**config.mk**
```make
export PLATFORM = sky130hd
export DESIGN_NAME = lfsr_encryptor_flat
export DESIGN_NICKNAME = d
export VERILOG_FILES = /design/src/rtl/lfsr_enc_pkg.sv /design/src/rtl/lfsr_encryptor_if.sv /design/src/rtl/lfsr5.sv /design/src/rtl/lfsr_encryptor.sv /design/src/flat_wrapper.sv
export SDC_FILE = /design/constraint.sdc
export NUM_CORES = 1
export LEC_CHECK = 0
export CAP_MARGIN = 20
export CORE_MARGIN = 5
export CORE_UTILIZATION = 45
export CTS_BUF_LIST = sky130_fd_sc_hd__clkbuf_16
export DETAILED_ROUTE_END_ITERATION = 8
export PLACE_DENSITY = 0.84
export SLEW_MARGIN = 20
export SYNTH_ARGS = -nofsm -noshare
export SYNTH_HDL_FRONTEND = slang
export SYNTH_SLANG_ARGS = --single-unit
```
**constraint.sdc**
```tcl
create_clock -name clk -period 2.7 [get_ports clk]
set_clock_uncertainty 0.1 [all_clocks]
set_input_delay 0.54 -clock clk [delete_from_list [all_inputs] [get_ports clk]]
set_output_delay 0.54 -clock clk [all_outputs]
set_load 0.01 [all_outputs]
```
**src/rtl/lfsr_enc_pkg.sv**
```systemverilog
// Shared types and constants for the LFSR cipher: FSM states, the tap-pattern table
// (common with the decryptor) and the preamble clamp bounds.
package lfsr_enc_pkg;

    typedef enum logic [2:0] {
        StIdle,
        StLdPre,
        StLdTap,
        StLdSeed,
        StEnc,
        StDone
    } state_e;

    localparam int unsigned NumPtrn = 6;

    localparam logic [4:0] LFSR_PTRN [NumPtrn] = '{5'h1E, 5'h1D, 5'h1B, 5'h17, 5'h14, 5'h12};

    localparam logic [5:0] PRE_MIN = 6'd7;
    localparam logic [5:0] PRE_MAX = 6'd12;

    // Out-of-range tap indices fall back to pattern 0.
    function automatic logic [4:0] tap_pattern(input logic [2:0] idx);
        logic [2:0] sel;
        sel = (idx > 3'd5) ? 3'd0 : idx;
        return LFSR_PTRN[sel];
    endfunction

endpackage

```
**src/rtl/lfsr_encryptor_if.sv**
```systemverilog
// Start/status handshake plus the dat_mem read/write port of the LFSR encryptor.
// The master modport is the encryptor; the slave side is the host and data memory.
interface lfsr_encryptor_if;
    logic       init;
    logic [7:0] raddr;
    logic [7:0] data_out;
    logic [7:0] waddr;
    logic [7:0] data_in;
    logic       wr_en;
    logic       busy;
    logic       done;

    modport master (
        input  init,
        input  data_out,
        output raddr,
        output waddr,
        output data_in,
        output wr_en,
        output busy,
        output done
    );

    modport slave (
        output init,
        output data_out,
        input  raddr,
        input  waddr,
        input  data_in,
        input  wr_en,
        input  busy,
        input  done
    );
endinterface

```
**src/rtl/lfsr5.sv**
```systemverilog
// 5-bit Fibonacci-style LFSR with selectable taps: load on init_i, shift left on en_i
// with the parity of (state & taps) entering at bit 0.
module lfsr5 (
    input  logic       clk,
    input  logic       rst_n,
    input  logic       en_i,
    input  logic       init_i,
    input  logic [4:0] taps_i,
    input  logic [4:0] start_i,
    output logic [4:0] state_o
);

    logic [4:0] state_q;
    logic [4:0] state_d;

    always_comb begin
        state_d = state_q;
        if (init_i) begin
            state_d = start_i;
        end else if (en_i) begin
            state_d = {state_q[3:0], ^(state_q & taps_i)};
        end
    end

    always_ff @(posedge clk or negedge rst_n) begin
        if (!rst_n) begin
            state_q <= 5'h00;
        end else begin
            state_q <= state_d;
        end
    end

    assign state_o = state_q;

endmodule

```
**src/rtl/lfsr_encryptor.sv**
```systemverilog
// LFSR cipher encryptor: loads preamble length, tap index and seed from memory, then
// writes CT_LEN ciphertext bytes. Define LFSR_ENC_PRE_CLAMP_EN to clamp the preamble to 7..12.
module lfsr_encryptor
    import lfsr_enc_pkg::*;
#(
    parameter logic [7:0]  MSG_ADDR  = 8'd0,
    parameter logic [7:0]  CT_ADDR   = 8'd64,
    parameter logic [7:0]  PRE_ADDR  = 8'd61,
    parameter logic [7:0]  TAP_ADDR  = 8'd62,
    parameter logic [7:0]  SEED_ADDR = 8'd63,
    parameter int unsigned CT_LEN    = 64,
    parameter logic [7:0]  PRE_CHAR  = 8'h5F
) (
    input logic               clk,
    input logic               rst_n,
    lfsr_encryptor_if.master  bus
);

    localparam logic [7:0] LastK = 8'(CT_LEN - 1);

    state_e     state_q;
    logic [5:0] pre_q;
    logic [2:0] tap_q;
    logic [7:0] k_q;
    logic [7:0] waddr_q;
    logic       wr_en_q;
    logic       busy_q;
    logic       done_q;

    logic [5:0] pre_d;
    logic [4:0] seed_d;
    logic [4:0] taps;
    logic [4:0] lfsr_state;
    logic [7:0] msg_off;
    logic [7:0] raddr_c;
    logic [7:0] data_in_c;

    always_comb begin
`ifdef LFSR_ENC_PRE_CLAMP_EN
        if (bus.data_out[5:0] < PRE_MIN) begin
            pre_d = PRE_MIN;
        end else if (bus.data_out[5:0] > PRE_MAX) begin
            pre_d = PRE_MAX;
        end else begin
            pre_d = bus.data_out[5:0];
        end
`else
        pre_d = bus.data_out[5:0];
`endif
    end

    // An all-zero seed would lock the LFSR at zero.
    assign seed_d = (bus.data_out[4:0] == 5'h00) ? 5'h01 : bus.data_out[4:0];
    assign taps   = tap_pattern(tap_q);

    lfsr5 u_lfsr (
        .clk     (clk),
        .rst_n   (rst_n),
        .en_i    (state_q == StEnc),
        .init_i  (state_q == StLdSeed),
        .taps_i  (taps),
        .start_i (seed_d),
        .state_o (lfsr_state)
    );

    always_ff @(posedge clk or negedge rst_n) begin
        if (!rst_n) begin
            state_q <= StIdle;
            pre_q   <= 6'd0;
            tap_q   <= 3'd0;
            k_q     <= 8'd0;
            waddr_q <= 8'd0;
            wr_en_q <= 1'b0;
            busy_q  <= 1'b0;
            done_q  <= 1'b0;
        end else begin
            case (state_q)
                StIdle, StDone: begin
                    if (bus.init) begin
                        state_q <= StLdPre;
                        busy_q  <= 1'b1;
                        done_q  <= 1'b0;
                    end
                end
                StLdPre: begin
                    pre_q   <= pre_d;
                    state_q <= StLdTap;
                end
                StLdTap: begin
                    tap_q   <= bus.data_out[2:0];
                    state_q <= StLdSeed;
                end
                StLdSeed: begin
                    k_q     <= 8'd0;
                    waddr_q <= CT_ADDR;
                    wr_en_q <= 1'b1;
                    state_q <= StEnc;
                end
                StEnc: begin
                    k_q     <= k_q + 8'd1;
                    waddr_q <= waddr_q + 8'd1;
                    if (k_q == LastK) begin
                        wr_en_q <= 1'b0;
                        busy_q  <= 1'b0;
                        done_q  <= 1'b1;
                        state_q <= StDone;
                    end
                end
                default: state_q <= StIdle;
            endcase
        end
    end

    assign msg_off = k_q - {2'b00, pre_q};

    // Read address and write data are decoded from registered state only.
    always_comb begin
        raddr_c   = 8'd0;
        data_in_c = 8'd0;
        case (state_q)
            StLdPre:  raddr_c = PRE_ADDR;
            StLdTap:  raddr_c = TAP_ADDR;
            StLdSeed: raddr_c = SEED_ADDR;
            StEnc: begin
                raddr_c   = MSG_ADDR + msg_off;
                data_in_c = ((k_q < {2'b00, pre_q}) ? PRE_CHAR : bus.data_out)
                            ^ {3'b000, lfsr_state};
            end
            default: ;
        endcase
    end

    assign bus.raddr   = raddr_c;
    assign bus.data_in = data_in_c;
    assign bus.waddr   = waddr_q;
    assign bus.wr_en   = wr_en_q;
    assign bus.busy    = busy_q;
    assign bus.done    = done_q;

endmodule

```
**src/flat_wrapper.sv**
```systemverilog
// flat-port wrapper written by rule: the top's interface ports become plain ports
module lfsr_encryptor_flat import lfsr_enc_pkg::*;
#(
    parameter logic [7:0]  MSG_ADDR  = 8'd0,
    parameter logic [7:0]  CT_ADDR   = 8'd64,
    parameter logic [7:0]  PRE_ADDR  = 8'd61,
    parameter logic [7:0]  TAP_ADDR  = 8'd62,
    parameter logic [7:0]  SEED_ADDR = 8'd63,
    parameter int unsigned CT_LEN    = 64,
    parameter logic [7:0]  PRE_CHAR  = 8'h5F
)
  (clk, rst_n, bus_init, bus_data_out, bus_raddr, bus_waddr, bus_data_in, bus_wr_en, bus_busy, bus_done);
  lfsr_encryptor_if bus_i ();
  input logic clk;
  input logic rst_n;
  input wire logic [$bits(bus_i.init)-1:0] bus_init;
  input wire logic [$bits(bus_i.data_out)-1:0] bus_data_out;
  output wire logic [$bits(bus_i.raddr)-1:0] bus_raddr;
  output wire logic [$bits(bus_i.waddr)-1:0] bus_waddr;
  output wire logic [$bits(bus_i.data_in)-1:0] bus_data_in;
  output wire logic [$bits(bus_i.wr_en)-1:0] bus_wr_en;
  output wire logic [$bits(bus_i.busy)-1:0] bus_busy;
  output wire logic [$bits(bus_i.done)-1:0] bus_done;
  assign bus_i.init = bus_init;
  assign bus_i.data_out = bus_data_out;
  assign bus_raddr = bus_i.raddr;
  assign bus_waddr = bus_i.waddr;
  assign bus_data_in = bus_i.data_in;
  assign bus_wr_en = bus_i.wr_en;
  assign bus_busy = bus_i.busy;
  assign bus_done = bus_i.done;
  lfsr_encryptor #(.MSG_ADDR(MSG_ADDR), .CT_ADDR(CT_ADDR), .PRE_ADDR(PRE_ADDR), .TAP_ADDR(TAP_ADDR), .SEED_ADDR(SEED_ADDR), .CT_LEN(CT_LEN), .PRE_CHAR(PRE_CHAR)) u_core (.clk(clk), .rst_n(rst_n), .bus(bus_i));
endmodule
```
==> impl_metrics.csv, run 1 <==
group,metric,value,unit
placed_design,io_buffers,37,
timing,tns,-2350,ps
synthesis,synth_cell_types,45,
synthesis,ys_ff_latch,36,
outcome,status,"finished with violations",
clock_tree,cts_sinks,36,
job,cap_violations,0,
synthesis,synth_area,2200,sq um
clock_tree,clk_pin_slew_worst_paths,50,ps
synthesis,synth_top_family_by_area,"simple AND/OR/NAND/NOR gates",
final_layout,fin_cells,399,
final_layout,synthToLayoutAreaGrowth,37.7,%
pwr,leakage,1.41,nW
placed_design,numPlacedInstances,385,
pwr,p_per_area,525,nW/um^2
synthesis,synth_compound_area_share,17.1,%
final_layout,final_nets,351,
drt,vias,2142,
floorplanning,die_w,80.0,microns
synthesis,synth_top_area_share,40.9,%
global_routing,overflow,0,
drt,drtIter0Drc,70,
synthesis,synth-xor-area-share,5.96,%
timing,rsz0062_at_grt,"yes",
timing,fin_crit_sh,109,%
synthesis,netlist_top_cells_count,"nand2_1 (41), dfrtp_1 (36), nor2_1 (32)",
synthesis,synth-edff-count,0,
clock_tree,cts_tree,"yes",
setup_path,crit_path_end_kind,"output pin",
synthesis,yosys.area_share.simple,23.8,%
timing,fin_crit,2950,ps
floorplanning,core,4750,sq um
floorplanning,rows,25,
synthesis,synth_most_common_cell,"nand2_1",
timing,max_freq,0.338,GHz
clock_tree,cts_buffer_depth,2,
timing,setup_viol,11,
synthesis,synthTopCellsByArea,"dfrtp_1 (41%), nand2_1 (7.0%), o21ai_0 (6.1%), xnor2_1 (5.6%), nor2_1 (5.4%)",
global_routing,grt_pass1_vias,2150,
drt,drt-total-wl,5880,microns
synthesis,synth_flop_cell,"dfrtp_1",
global_routing,track_usage,20.0,%
global_routing,grt_max_degree,37,
synthesis,synthMuxAreaShare,1.93,%
setup_path,start_kind,"flip-flop",
drt,antenna_left,0,
setup_path,required,2060,ps
drt,detail_route.first_pass.iterations,4,
final_layout,finish.utilization,63.8,%
floorplanning,die_h,80.0,microns
synthesis,ys_seq_area_share,40.9,%
clock_tree,clockRootBuffer,"clkbuf_16",
drt,wl_per_cell,14.7,microns
floorplanning,start_util,46.4,%
clock_tree,cts_buffers,5,
clock_tree,postCtsHoldBufs,0,
synthesis,syn_nets,284,
synthesis,ys_warn_count,0,
synthesis,syn_inst,264,
final_layout,drive_gt1_share,23.5,%
drt,viasPerCell,5.37,
placed_design,place.gp.congestion,0.838,
timing,setup_slack,-254,ps
timing,maxSlewHeadroom,67.7,%
setup_path,crit_fanout,5,
drt,drc,0,
floorplanning,die-area,6400,sq um
placed_design,hpwl,4160,microns
timing,hold_violations,0,
clock_tree,clkLatencyLatePin,280,ps
global_routing,grt_pass1_wl,10100,microns
final_layout,fill_cells,413,
pwr,irDropWorstVdd,295,uV
final_layout,antenna_cells,0,
synthesis,synth-adder-area-share,5.45,%
min_path,hold_path_class,"reg -> reg",
clock_tree,cts_max_level,2,
setup_path,critPathKind,"reg -> out",
timing,drv_slew,0,
synthesis,syn_area_per_cell,8.35,sq um
timing,tightest_slew,480,ps
synthesis,synthArstFlopShare,100,%
global_routing,grt_antenna_before_repair,0,
floorplanning,io_pins,38,
setup_path,arrival,2310,ps
timing,hold_slack,375,ps
synthesis,yosys.area.top_type,"dfrtp_1",
outcome,violations,"negative setup slack",
[cells in the final DEF (no fill, tap or decap), types with 3 or more instances in the layout]
master and n:
a21o_1 3, a21oi_1 4, a31oi_1 3, and3_1 7, buf_2 12, buf_4 35, clkbuf_16 5, clkdlybuf4s50_1 22
dfrtp_1 36, ha_1 7, inv_1 12, nand2_1 37, nand2_2 4, nand3_1 8, nand4_1 3, nor2_1 32
nor2b_1 5, nor3_1 3, nor4_1 3, o21ai_0 25, o21ai_1 5, o22ai_1 3, o31ai_1 3, xnor2_1 10
xnor2_2 4
[kinds of logic (layout without fill, tap and decap cells)]
group,after synthesis,after routing
simple gates,113,113
compound gates,62,62
flops,36,36
buf+inv,25,93
xor+xnor,15,15
fa+ha+maj,9,9
mux,4,4
[flip-flops by register name (all words and copies together), names as in the netlist]
name / cells
u_core.bus.waddr: 8
u_core.state_q: 3
u_core.bus.done: 1
u_core.bus.busy: 1
u_core.bus.wr_en: 1
u_core.tap_q: 3
u_core.u_lfsr.state_o: 5
u_core.k_q: 8
u_core.pre_q: 6
[worst max-delay path, cell delays in order, from the launching register on]
cell	delay [ps]
dfrtp_1	400
inv_2	90
ha_4	140
inv_2	40
fa_2	340
a21o_1	200
a21oi_2	180
buf_4	150
o21ai_4	80
nand2_1	120
xnor2_1	120
nor2_1	50
buf_2	140
[metrics by stage]
stage	setup slack, ps	area, sq um	power [mW]
after detailed placement	-512	2820	0.966
after floorplan	11.8	2200	0.818
final	-254	3040	1.59
after global routing	-387	3040	1.66
after global placement	-387	2820	0.955
after CTS	-197	2990	1.57
[what timing repair did]
item | in CTS | in global routing
pin swaps | 18 | 9
buffers inserted | 4 | 3
gates cloned | 0 | 0
endpoints found under the setup margin | 15 | 14
resized for setup | 64 | 9
[worst paths after layout]
check	startpoint	to	slack, ps	cells after the start
worst max-delay path	u_core.k_q[0]$_DFFE_PN0P_	bus_data_in[4]	-250	12
worst min-delay path	u_core.bus.waddr[7]$_DFFE_PN0P_	u_core.bus.waddr[7]$_DFFE_PN0P_	370	1
worst max register to register	u_core.k_q[0]$_DFFE_PN0P_	u_core.bus.done$_DFFE_PN0P_	650	9
worst min register to register	u_core.bus.waddr[7]$_DFFE_PN0P_	u_core.bus.waddr[7]$_DFFE_PN0P_	370	1
max in group asynchronous	rst_n	u_core.bus.busy$_DFFE_PN0P_	1590	2
min in group asynchronous	rst_n	u_core.pre_q[1]$_DFFE_PN0P_	580	2
[layer usage]
metal  wire length (microns)  GRT usage (%)  share of wire, %
met2                    3010           34.0                51
met3                     318           4.85               5.4
met4                     119           6.93               2.0
met1                    2440           24.7                41
met5                       0              0                 0
[final cells by class]
cell class	count	area (sq um)	area share, %
inverters	13	48.8	1.61
multi-input cells	203	1270	41.9
well taps	67	83.8	2.76
flip-flops and latches	36	901	29.7
clock inverters	3	38.8	1.28
clock buffers	5	125	4.12
repair buffers	72	566	18.6
[where the power goes]
| part | internal [mW] | leakage [nW] | total (mW) | switching, mW |
|---|---|---|---|---|
| clock network | 0.430 | 0.0850 | 0.649 | 0.219 |
| logic | 0.164 | 0.904 | 0.290 | 0.126 |
| registers | 0.580 | 0.418 | 0.654 | 0.0746 |
No activity file was read; power rests on OpenSTA's default activity.
==> inputs of run 2 (changes only) <==
--- a/config.mk
+++ b/config.mk
@@ -9,6 +9,7 @@
 export CORE_MARGIN = 5
 export CORE_UTILIZATION = 45
 export CTS_BUF_LIST = sky130_fd_sc_hd__clkbuf_16
+export CTS_CLUSTER_SIZE = 40
 export DETAILED_ROUTE_END_ITERATION = 8
 export PLACE_DENSITY = 0.84
 export SLEW_MARGIN = 20
==> results of run 2 <==
The final DEF is identical to that of run 1; final timing and power are the same.
==> inputs of run 3 (changes only) <==
--- a/config.mk
+++ b/config.mk
@@ -5,6 +5,7 @@
 export SDC_FILE = /design/constraint.sdc
 export NUM_CORES = 1
 export LEC_CHECK = 0
+export ABC_AREA = 1
 export CAP_MARGIN = 20
 export CORE_MARGIN = 5
 export CORE_UTILIZATION = 45
@@ -12,6 +13,8 @@
 export CTS_CLUSTER_SIZE = 40
 export DETAILED_ROUTE_END_ITERATION = 8
 export PLACE_DENSITY = 0.84
+export SKIP_CTS_REPAIR_TIMING = 1
+export SKIP_LAST_GASP = 1
 export SLEW_MARGIN = 20
 export SYNTH_ARGS = -nofsm -noshare
 export SYNTH_HDL_FRONTEND = slang
==> impl_metrics.csv, run 3 <==
group,metric,value,unit
pwr,leakage,1.65,nW
setup_path,cp_common_cell,"nand2_2",
synthesis,synth-edff-count,0,
final_layout,drive_gt1_share,20.4,%
setup_path,required,2060,ps
timing,drv_slew,0,
synthesis,yosys.area.top_type,"dfrtp_1",
setup_path,crit_buf_inv,4,
synthesis,synth_cell_types,34,
clock_tree,clockRootBuffer,"clkbuf_16",
final_layout,synthToLayoutAreaGrowth,37.5,%
drt,viasPerCell,5.30,
synthesis,synth_most_common_cell,"nand2_1",
synthesis,netlist_top_cells_count,"nand2_1 (65), inv_1 (46), dfrtp_1 (36)",
floorplanning,die_w,80.5,microns
floorplanning,die_h,80.5,microns
synthesis,syn_inst,309,
floorplanning,start_util,46.8,%
global_routing,overflow,0,
timing,setup_slack,-260,ps
drt,detail_route.first_pass.iterations,5,
clock_tree,clk_pin_slew_worst_paths,60,ps
synthesis,synthArstFlopShare,100,%
synthesis,ys_warn_count,0,
drt,antenna_left,0,
global_routing,grt_max_degree,37,
final_layout,final_nets,392,
outcome,violations,"negative setup slack",
global_routing,grt_pass1_wl,10000,microns
min_path,hold_path_class,"reg -> reg",
drt,wl_per_cell,14.9,microns
final_layout,final_cell_mix,"nand2_1 (60), inv_1 (42), dfrtp_1 (36)",
setup_path,cp_top_family,"simple AND/OR/NAND/NOR gates",
drt,drtIter0Drc,233,
final_layout,antenna_cells,0,
synthesis,synth_top_area_share,40.2,%
synthesis,syn_area_per_cell,7.25,sq um
final_layout,finalInstanceArea,3080,sq um
setup_path,arrival,2320,ps
synthesis,ys_seq_area_share,40.2,%
synthesis,synth_flop_cell,"dfrtp_1",
floorplanning,io_pins,38,
clock_tree,cts_buffers,5,
synthesis,ys_ff_latch,36,
clock_tree,cts_max_level,2,
timing,rsz0062_at_grt,"yes",
timing,maxSlewHeadroom,61.8,%
setup_path,cpPeakStageDelay,390,ps
clock_tree,cts_sinks,36,
setup_path,crit_slowest_cell,"dfrtp_1",
placed_design,place.gp.congestion,0.863,
clock_tree,clkLatencyLatePin,280,ps
final_layout,fill_cells,371,
placed_design,placed_cell_area,2800,sq um
pwr,p_per_area,409,nW/um^2
synthesis,synthTopCellsByArea,"dfrtp_1 (40%), nand2_1 (11%), inv_1 (7.7%), nand3_1 (6.7%), nor2_1 (5.5%)",
timing,setup_viol,10,
setup_path,start_kind,"flip-flop",
setup_path,cp_cell_sequence,"inv_2, ha_4, inv_2, fa_2, nand3_2, nand2_2, nand2_2, nand2_2, nand2_2, nand3b_4, buf_6, a21oi_1, dlymetal6s2s_1",
timing,hold_slack,380,ps
setup_path,critPathKind,"reg -> out",
timing,fin_crit,2960,ps
job,cap_violations,0,
clock_tree,cts_buffer_depth,2,
global_routing,track_usage,19.8,%
floorplanning,core,4790,sq um
synthesis,syn_nets,329,
synthesis,synth_area,2240,sq um
placed_design,io_buffers,37,
timing,fin_crit_sh,110,%
timing,hold_violations,0,
clock_tree,cts_tree,"yes",
floorplanning,die-area,6490,sq um
timing,max_freq,0.338,GHz
timing,tightest_slew,567,ps
setup_path,crit_fanout,8,
pwr,irDropWorstVdd,404,uV
floorplanning,rows,25,
global_routing,grt_pass1_vias,2201,
placed_design,hpwl,4470,microns
drt,vias,2331,
drt,drc,0,
global_routing,grt_antenna_before_repair,0,
setup_path,crit_path_end_kind,"output pin",
outcome,status,"finished with violations",
final_layout,final_common_cell,"nand2_1",
drt,drt-total-wl,6540,microns
## run 3: changes by cell type after synthesis, sizes merged, moves of 3 or more
cell | previous run | this run
nor4 | 4 | 0
and3 | 7 | 0
nor2b | 5 | 0
clkbuf | 7 | 0
a21o | 3 | 0
nand3 | 8 | 30
inv | 13 | 49
nand2 | 41 | 67
xnor2 | 14 | 0
a21oi | 6 | 20
## run 3: power by group
group	internal, mW	switching (mW)
clock	0.429	0.215
combinational	0.0328	0.0420
sequential	0.541	0.000276
## run 3: through the flow
stage | setup TNS [ps] | util [%] | std cells | setup WS (ps) | total power, mW
floorplan | 0 | - | 309 | 179 | 0.576
global placement | -2260 | 58.4 | 426 | -298 | 0.626
detailed placement | -3100 | 58.4 | 426 | -404 | 0.626
CTS | -7880 | 61.8 | 434 | -745 | 1.26
global route | -2720 | 64.4 | 440 | -336 | 1.29
finish | -1790 | 64.4 | 440 | -260 | 1.26
## run 3: path summary, 6_finish.rpt
| path | from | end | slack [ps] | cells after the start |
|---|---|---|---|---|
| setup reg to reg | u_core.k_q[1]$_DFFE_PN0P_ | u_core.bus.done$_DFFE_PN0P_ | 880 | 10 |
| setup / recovery | u_core.k_q[0]$_DFFE_PN0P_ | bus_data_in[6] | -260 | 13 |
| max in group asynchronous | rst_n | u_core.tap_q[1]$_DFFE_PN0N_ | 1580 | 2 |
| hold / removal | u_core.bus.wr_en$_DFFE_PN0P_ | u_core.bus.wr_en$_DFFE_PN0P_ | 380 | 2 |
| hold reg to reg | u_core.bus.wr_en$_DFFE_PN0P_ | u_core.bus.wr_en$_DFFE_PN0P_ | 380 | 2 |
| min in group asynchronous | rst_n | u_core.bus.done$_DFFE_PN0P_ | 580 | 2 |
## run 3: worst min-delay path, delay by kind of cell (launching register included)
kind | cells | cell delay [ps]
DFF | 1 | 340
and+or+nand+nor | 2 | 110
## run 3: cells by family after synthesis
kind of cell,count (synthesis),share of synthesized area (%)
XOR/XNOR,1,0.391
AO/OA/AOI/OAI,68,17.0
adder cells (fa/ha/maj),9,5.36
flip-flops,36,40.2
AND/OR/NAND/NOR,138,26.5
buffers and inverters,57,10.5
## run 3: layout make-up
cell class	instances	area (sq um)	area share, %
clock buffers	5	125	4.06
multi-input cells	216	1220	39.5
inverters	50	188	6.09
repair buffers	63	528	17.1
clock inverters	3	37.5	1.22
well taps	67	83.8	2.72
flip-flops and latches	36	901	29.2
## run 3: layer usage
layer  up-vias  share of wire [%]  global-route usage (%)
met5         -                  0                       0
met4         0                2.0                    8.45
met3        13                7.2                    4.15
met2        88                 50                    33.3
met1      1093                 40                    24.5
li1       1137                  -                       -
